## src/rtl/seg7_to_bin.sv

```systemverilog
// seg7_to_bin: recovers hex nibbles and bytes from a two-digit multiplexed 7-segment bus (optional SEG7_ERR_COUNT_EN adds o_Err_Count)
module seg7_to_bin #(
  parameter int STABLE_CYCLES = 4
) (
  input  logic       i_Clk,
  input  logic       i_Rst_L,
  input  logic [6:0] i_Segments,
  input  logic       i_Digit_Sel,
  output logic [3:0] o_Nibble,
  output logic       o_Nibble_DV,
  output logic [7:0] o_Byte,
  output logic       o_Byte_DV,
  output logic       o_Invalid
`ifdef SEG7_ERR_COUNT_EN
  ,
  output logic [7:0] o_Err_Count
`endif
);

  typedef enum logic [1:0] {S_EMPTY, S_LO, S_HI} state_t;

  localparam logic [7:0] STABLE = 8'(STABLE_CYCLES);
  localparam logic [6:0] SEG_TABLE [16] = '{
    7'h7E, 7'h30, 7'h6D, 7'h79, 7'h33, 7'h5B, 7'h5F, 7'h70,
    7'h7F, 7'h7B, 7'h77, 7'h1F, 7'h4E, 7'h3D, 7'h4F, 7'h47
  };

  state_t     state;
  logic [7:0] sync1, sync2, prev, cnt, cnt_next;
  logic [3:0] lo, hi, hex_val;
  logic       same, accept, hex_hit, sel, complete, emit, blank, bad;

  // run-length filter: accept once when the run of identical samples first reaches STABLE
  always_comb begin
    same     = sync2 == prev;
    cnt_next = same ? (cnt == STABLE ? cnt : cnt + 8'd1) : 8'd1;
    accept   = cnt_next == STABLE && !(same && cnt == STABLE);
    sel      = sync2[7];
    blank    = sync2[6:0] == 7'h00;
  end

  // reverse lookup of the segment pattern in the hex table
  always_comb begin
    hex_hit = 1'b0;
    hex_val = 4'h0;
    for (int i = 0; i < 16; i++)
      if (sync2[6:0] == SEG_TABLE[i]) begin
        hex_hit = 1'b1;
        hex_val = 4'(i);
      end
    complete = (state == S_LO && sel) || (state == S_HI && !sel);
    bad      = accept && !blank && !hex_hit;
  end

  // synchronizer, filter state, nibble decode, byte pairing FSM and strobes
  always_ff @(posedge i_Clk or negedge i_Rst_L)
    if (!i_Rst_L) begin
      sync1       <= '0;
      sync2       <= '0;
      prev        <= '0;
      cnt         <= '0;
      state       <= S_EMPTY;
      lo          <= '0;
      hi          <= '0;
      emit        <= 1'b0;
      o_Nibble    <= '0;
      o_Nibble_DV <= 1'b0;
      o_Byte      <= '0;
      o_Byte_DV   <= 1'b0;
      o_Invalid   <= 1'b0;
    end else begin
      sync1       <= {i_Digit_Sel, i_Segments};
      sync2       <= sync1;
      prev        <= sync2;
      cnt         <= cnt_next;
      o_Nibble_DV <= 1'b0;
      emit        <= 1'b0;
      o_Byte_DV   <= emit;
      if (emit) o_Byte <= {hi, lo};
      if (accept && !blank && hex_hit) begin
        o_Nibble    <= hex_val;
        o_Nibble_DV <= 1'b1;
        o_Invalid   <= 1'b0;
        if (sel) hi <= hex_val;
        else     lo <= hex_val;
        emit  <= complete;
        state <= complete ? S_EMPTY : (sel ? S_HI : S_LO);
      end else if (bad) begin
        o_Invalid <= 1'b1;
        state     <= S_EMPTY;
      end
    end

`ifdef SEG7_ERR_COUNT_EN
  // saturating count of accepted non-hex patterns
  always_ff @(posedge i_Clk or negedge i_Rst_L)
    if (!i_Rst_L) o_Err_Count <= '0;
    else if (bad && o_Err_Count != 8'hFF) o_Err_Count <= o_Err_Count + 8'd1;
`endif

endmodule

```

## config.mk

```make
export PLATFORM = sky130hd
export DESIGN_NAME = seg7_to_bin
export DESIGN_NICKNAME = d
export VERILOG_FILES = /design/src/rtl/seg7_to_bin.sv
export SDC_FILE = /design/constraint.sdc
export NUM_CORES = 1
export LEC_CHECK = 0
export ABC_AREA = 0
export BUFFER_PORTS_ARGS = -buffer_cell sky130_fd_sc_hd__buf_4
export CORE_UTILIZATION = 30
export CTS_BUF_LIST = sky130_fd_sc_hd__clkbuf_4 sky130_fd_sc_hd__clkbuf_8 sky130_fd_sc_hd__clkbuf_16
export CTS_CLUSTER_DIAMETER = 40
export DETAILED_ROUTE_END_ITERATION = 7
export HOLD_SLACK_MARGIN = 0.02
export PLACE_DENSITY = 0.43
export SYNTH_ARGS = -nofsm -noshare
export SYNTH_HDL_FRONTEND = slang
export SYNTH_SLANG_ARGS = --single-unit
```

## constraint.sdc

```tcl
create_clock -name i_Clk -period 3.1 [get_ports i_Clk]
set_clock_uncertainty 0.15 [all_clocks]
set_input_delay 0.155 -clock i_Clk [delete_from_list [all_inputs] [get_ports i_Clk]]
set_output_delay 0.155 -clock i_Clk [all_outputs]
set_load 0.02 [all_outputs]
```

# Word-level counts from Yosys, hierarchy flattened
# Index checks and enable logic that the tools add are counted.
[word_totals]
inputBits = 10
output_inout_bits = 15
regBits = 58
word_cells = 93
[classes]
reduce_logical = 16
n_eq_ne = 21
n_mux = 41
addsub = 1
bitwise = 1
[op_table]
columns = ["operator", "n"]
rows = [
  ["7-bit equality test (second input constant)", 12],
  ["4-bit 2-to-1 mux", 14],
  ["7-bit by 6-bit equality test with 1-bit output (second input constant)", 3],
  ["1-bit 2-to-1 mux", 21],
  ["8-bit by 3-bit equality test with 1-bit output (second input constant)", 2],
  ["8-bit 2-to-1 mux", 2],
  ["8-bit by 1-bit adder with 8-bit output (second input constant)", 1],
  ["8-bit equality test", 1],
  ["2-bit 2-to-1 mux", 4],
  ["7-bit by 5-bit equality test with 1-bit output (second input constant)", 1],
  ["1-bit logical AND", 7],
  ["7-bit zero test", 1],
  ["1-bit zero test", 4],
  ["2-bit AND reduction", 2],
  ["2-bit by 1-bit equality test with 1-bit output (second input constant)", 1],
  ["2-bit equality test (second input constant)", 1],
  ["2-bit nonzero test", 1],
  ["1-bit logical OR", 1],
  ["1-bit NOT", 1],
]

# Logic depth before layout (Yosys ltp)
[logic_depth]
word_depth = 21
mapped_depth = 8
ltp_nobuf = 7

# Worst setup path before layout
# Ideal clock, no wire load.
[synth_timing]
kind = "reg2reg"
startpoint = "register cnt[0]"
endpoint = "register o_Nibble[0]"
setup_slack_ns = 0.816
setup_ns = 0.128
arrival_ns = 2.006
t_required_ns = 2.822
path_buffers = 0
stages_incl_launch_ff = 8
synth_period_minus_slack_ns = 2.284
path_cell_list = "dfrtp_1 -> ha_1 -> or3_1 -> a21boi_0 -> mux2i_1 -> nor3_4 -> nand2_2 -> mux2_1"
[synth_via]
elab_chain_len = 7
elab_cells_between_ends = 10
cone_classes = "1 x add/sub; 2 x eq/ne; 2 x mux; 5 x reduce/logical"
[synth_rtl]
columns = ["element", "line", "source"]
rows = [
  ["from (decl)", "29", "logic [7:0] sync1, sync2, prev, cnt, cnt_next;"],
  ["from (signal assigned)", "75", "cnt <= cnt_next;"],
  ["8-bit by 1-bit adder with 8-bit output / 8-bit by 3-bit equality test with 1-bit output (equally long branches)", "36, 37", ""],
  ["8-bit 2-to-1 mux (2 in series)", "36", "cnt_next = same ? (cnt == STABLE ? cnt : cnt + 8'd1) : 8'd1;"],
  ["8-bit by 3-bit equality test with 1-bit output", "37", "accept = cnt_next == STABLE && !(same && cnt == STABLE);"],
  ["1-bit logical AND *", "37", ""],
  ["1-bit logical AND * (2 in series)", "80", "if (accept && !blank && hex_hit) begin"],
  ["to (signal assigned)", "81", "o_Nibble <= hex_val;"],
  ["to (decl)", "9", "output logic [3:0] o_Nibble,"],
]
# Mark *: on every way between the ends. The rest lies on a longest branch, timed or not.
# A chain may end at the register's enable or synchronous reset.

# Final worst setup path
[layout_timing]
startpoint = "register sync2[2]"
endpoint = "register o_Nibble[3]"
[layout_via]
elab_chain_len = 18
elab_cells_between_ends = 55
cone_classes = "18 x eq/ne; 30 x mux; 7 x reduce/logical"
[layout_rtl]
columns = ["element", "line", "source"]
rows = [
  ["from (decl)", "29", ""],
  ["from (signal assigned)", "73", "sync2 <= sync1;"],
  ["7-bit equality test", "47", "if (sync2[6:0] == SEG_TABLE[i]) begin"],
  ["1-bit 2-to-1 mux (16 in series)", "47", ""],
  ["1-bit logical AND", "80", ""],
]
# Parallel ways exist; a longest one is shown, timed or not.

==> summary.md <==
| Metric | Value |
|---|---|
| Main combinational cell family by area after synthesis | simple AND/OR/NAND/NOR gates |
| Gpl congestion | roughly 0.8 |
| Fin cells | 359 |
| Power, Total | 1.50 mW |
| Clock Path Buffers | 2 |
| Setup_tns | 0 ns |
| Grt ovf | 0 |
| Crit path kind | reg2reg |
| Period utilisation layout | 87.1% |
| Area Overhead vs Synth | 20.9% |
| DRT Wirelength | 4800 µm |
| Post-synth top cells | dfrtp_1 (58), nor2_1 (14), mux2_1 (12), xor2_1 (12) |
| Critical path endpoint category | register |
| 1st-iter DRT viols | 100 |
| Post-Synth XOR/XNOR Area | 5.67% |
| NumNets Final | 263 |
| Synth Cell Area | 2600 µm² |
| TritonCTS clock tree | done |
| Final core occ | 37.9% |
| Worst hold path class | reg2reg |
| Die Height | between 90 and 100 µm |
| CTS root buf | clkbuf_8 |
| Worst slew pin tran | between 0.7 and 0.8 ns |
| Origin of the worst min-delay path | sync1[1]$_DFF_PN0_ |
| Placed insts | 336 |
| Largest net degree at the start of global routing | 59 |
| Clock slew at reported path FFs | roughly 0.06 ns |
| Core Footprint | 8300 µm² |
| Sw Share | between 20% and 30% |
| Status | complete, no violations |
| CTS-repair resized insts | 0 |
| Pwr dens | around 480 nW/µm² |
| Unrepaired setup endpoints after global routing | false |
| CTS Sinks | 58 |
| Synth Flop Type | dfrtp_1 |
| Share of power burned in registers | 52.9% |
| Crit path time final | 2.70 ns |
| Max_cap viols | 0 |
| Vias in the first global route | roughly 1,700 |
| DR vias/cell | around 4.7 |
| Worst-Skew Late Latency | roughly 0.33 ns |
| Syn Inst Count | 215 |
| Die area | 9050 µm² |
| Static leakage | 1.43 nW |
| CP endpoint | o_Nibble[3]$_DFFE_PN0P_ |
| Crit path max fanout | 17 |
| I/O Buffers | 24 |
| Startpoint Class | register |
| Post-synth EDFFs | 0 |
| Post-synth net total | 227 |
| Synth Area per Inst | 12.1 µm² |
| Dpl ws | 0.356 ns |
| FF-to-FF End | o_Nibble[3]$_DFFE_PN0P_ |
| CTS H-tree depth | 3 |
| Sequential-to-total area share from yosys stat | 55.8% |
| Max-slew violations | 0 |
| Vias | 1,702 |
| R2r setup slk | between 0.4 and 0.5 ns |
| Synthesized flop and latch total | 58 |
| HPWL after DPL | 3180 µm |
| Simple-gate share of the synthesized area | between 10% and 20% |
| Adder-Cell Fraction of Synth Area | 0.962% |
| Area leader, netlist | dfrtp_1 |
| Pre-antenna DRT Iters | 4 |
| Slew margin rel. | 51.5% |
| Largest cells by area after synthesis | dfrtp_1 (56%), mux2_1 (5.2%), xor2_1 (4.0%), mux2_2 (3.5%), nor2_1 (2.0%) |
| Post-synthesis mux area share | 9.81% |
| Clock power share | 41.5% |
| Initial cell density of the core | 31.4% |
| Switch Pwr | 348 µW |
| Setup ws final | 0.400 ns |
| Count leader, synth | dfrtp_1 |
| Compound-Gate Fraction of Synth Area | under 10% |
| Cell row count | 33 |
| Power Internal | 1.16 mW |
| Horiz. Die Dim | about 95 µm |
| Worst Path Arrival | 2.76 ns |
| Boundary pin count | 25 |
| ANT nets after route | 0 |
| Start point of the critical path | sync2[2]$_DFF_PN0_ |
| DR WL/cell | between 10 and 15 µm |
| First-pass GRT wire length | 8410 µm |
| Async S/R FF share, synth | 100% |
| Antenna violations before repair | 0 |
| YS warnings | 0 |
| Top cell type's share of synthesized area | 55.8% |
| Worst Path Required | about 3.2 ns |
| Combinational group share of total power | 5.6% |
| Gr usage total | 12.3% |
| Max Clk Rate | between 300 and 400 MHz |
| Share of layout cells above drive strength 1 | roughly a quarter |
| Filler instances | between 800 and 900 |
| Synth cell types | 52 |
| Diode count | 0 |
| Reg2Reg Depth | 6 |
| R2R Path Start | sync2[2]$_DFF_PN0_ |
| CTS buffer count | 9 |
| Worst VDD drop | ~0.26 mV |
| Hold Fails Final Rpt | 0 |
| Drc violations | 0 |
| Endpoints failing setup | 0 |
-- cell families after synthesis --
family | Yosys count
AND/OR/NAND/NOR | 72
flip-flops | 58
AO/OA/AOI/OAI | 26
multiplexers | 23
buffers and inverters | 18
XOR/XNOR | 16
adder cells (fa/ha/maj) | 2
-- power groups by stage --
stage	Clock [mW]	Sequential, mW	Combinational, mW
2_1_floorplan	0	0.796	0.0564
3_3_place_gp	0	0.810	0.0783
3_5_place_dp	0	0.810	0.0773
4_1_cts	0.653	0.795	0.0863
5_1_grt	0.683	0.798	0.0957
6_report	0.624	0.795	0.0842
-- repair_timing --
action                    in CTS  in global routing
setup buffers                  0                  0
hold endpoints to repair      66                  0
hold buffers                   9                  0
-- worst min path at each step --
| stage | endpoint | slack, ns | cells after the start |
|---|---|---|---|
| 2_1_floorplan | cnt[0]$_DFF_PN0_ | -0.29 | 0 |
| 3_3_place_gp | sync1[7]$_DFF_PN0_ | 0.11 | 1 |
| 3_5_place_dp | cnt[2]$_DFF_PN0_ | 0.12 | 1 |
| 4_1_cts | sync2[1]$_DFF_PN0_ | 0.20 | 0 |
| 5_1_grt | sync2[1]$_DFF_PN0_ | 0.20 | 0 |
| 6_report | sync2[1]$_DFF_PN0_ | 0.20 | 0 |
-- per-stage QoR --
stage          hold slack (ns)  instance area, µm²
2_1_floorplan           -0.291                2600
3_3_place_gp             0.114                2880
3_5_place_dp             0.116                2880
4_1_cts                  0.200                3150
5_1_grt                  0.202                3150
6_report                 0.197                3150
-- sequential cells by signal (all words and copies together) (netlist names), 2 cells and up --
register / flops
o_Nibble: 4
state: 2
hi: 4
sync2: 8
lo: 4
o_Byte: 8
sync1: 8
cnt: 8
prev: 8
-- critical path: stages, from the launching register on --
cell	delay, ns
dfrtp_1	0.74
xor2_1	0.15
nor4_2	0.30
nand3_2	0.25
nor3_4	0.46
nand2_2	0.16
mux2_1	0.35
-- cell type report --
type / instances / area, µm² / area share, %
clock inverter: 2 / 12.5 / 0.398
clock buffer: 12 / 165 / 5.25
sequential: 58 / 1450 / 46.1
multi-input combinational: 139 / 1070 / 33.9
inverter: 7 / 26.3 / 0.835
tap: 105 / 131 / 4.18
timing repair buffer: 36 / 293 / 9.31
-- routing by layer --
| metal | share of wire [%] | vias to the layer above | GRT usage, % | wire, µm |
|---|---|---|---|---|
| li1 | - | 835 | - | - |
| met1 | 51 | 831 | 16.7 | 2470 |
| met2 | 43 | 26 | 17.8 | 2070 |
| met3 | 3.0 | 10 | 3.27 | 143 |
| met4 | 2.5 | 0 | 6.69 | 120 |
| met5 | 0 | - | 0 | 0 |
-- layout by cell type, fill, tap and decap left out, types with 3 or more instances in the layout --
cell type / instances
dfrtp_1: 58
nand3b_1: 4
dlygate4sd3_1: 9
and3_1: 3
mux2i_1: 3
nand2_1: 10
nor3_1: 3
a21oi_1: 8
inv_1: 7
nand3_1: 10
o21ai_0: 5
mux2_1: 12
clkbuf_8: 12
mux2_2: 8
nor4_1: 3
xnor2_1: 3
nand4_1: 3
xor2_1: 12
buf_4: 27
nor2_1: 14
Power figures use the tool's default switching activity.
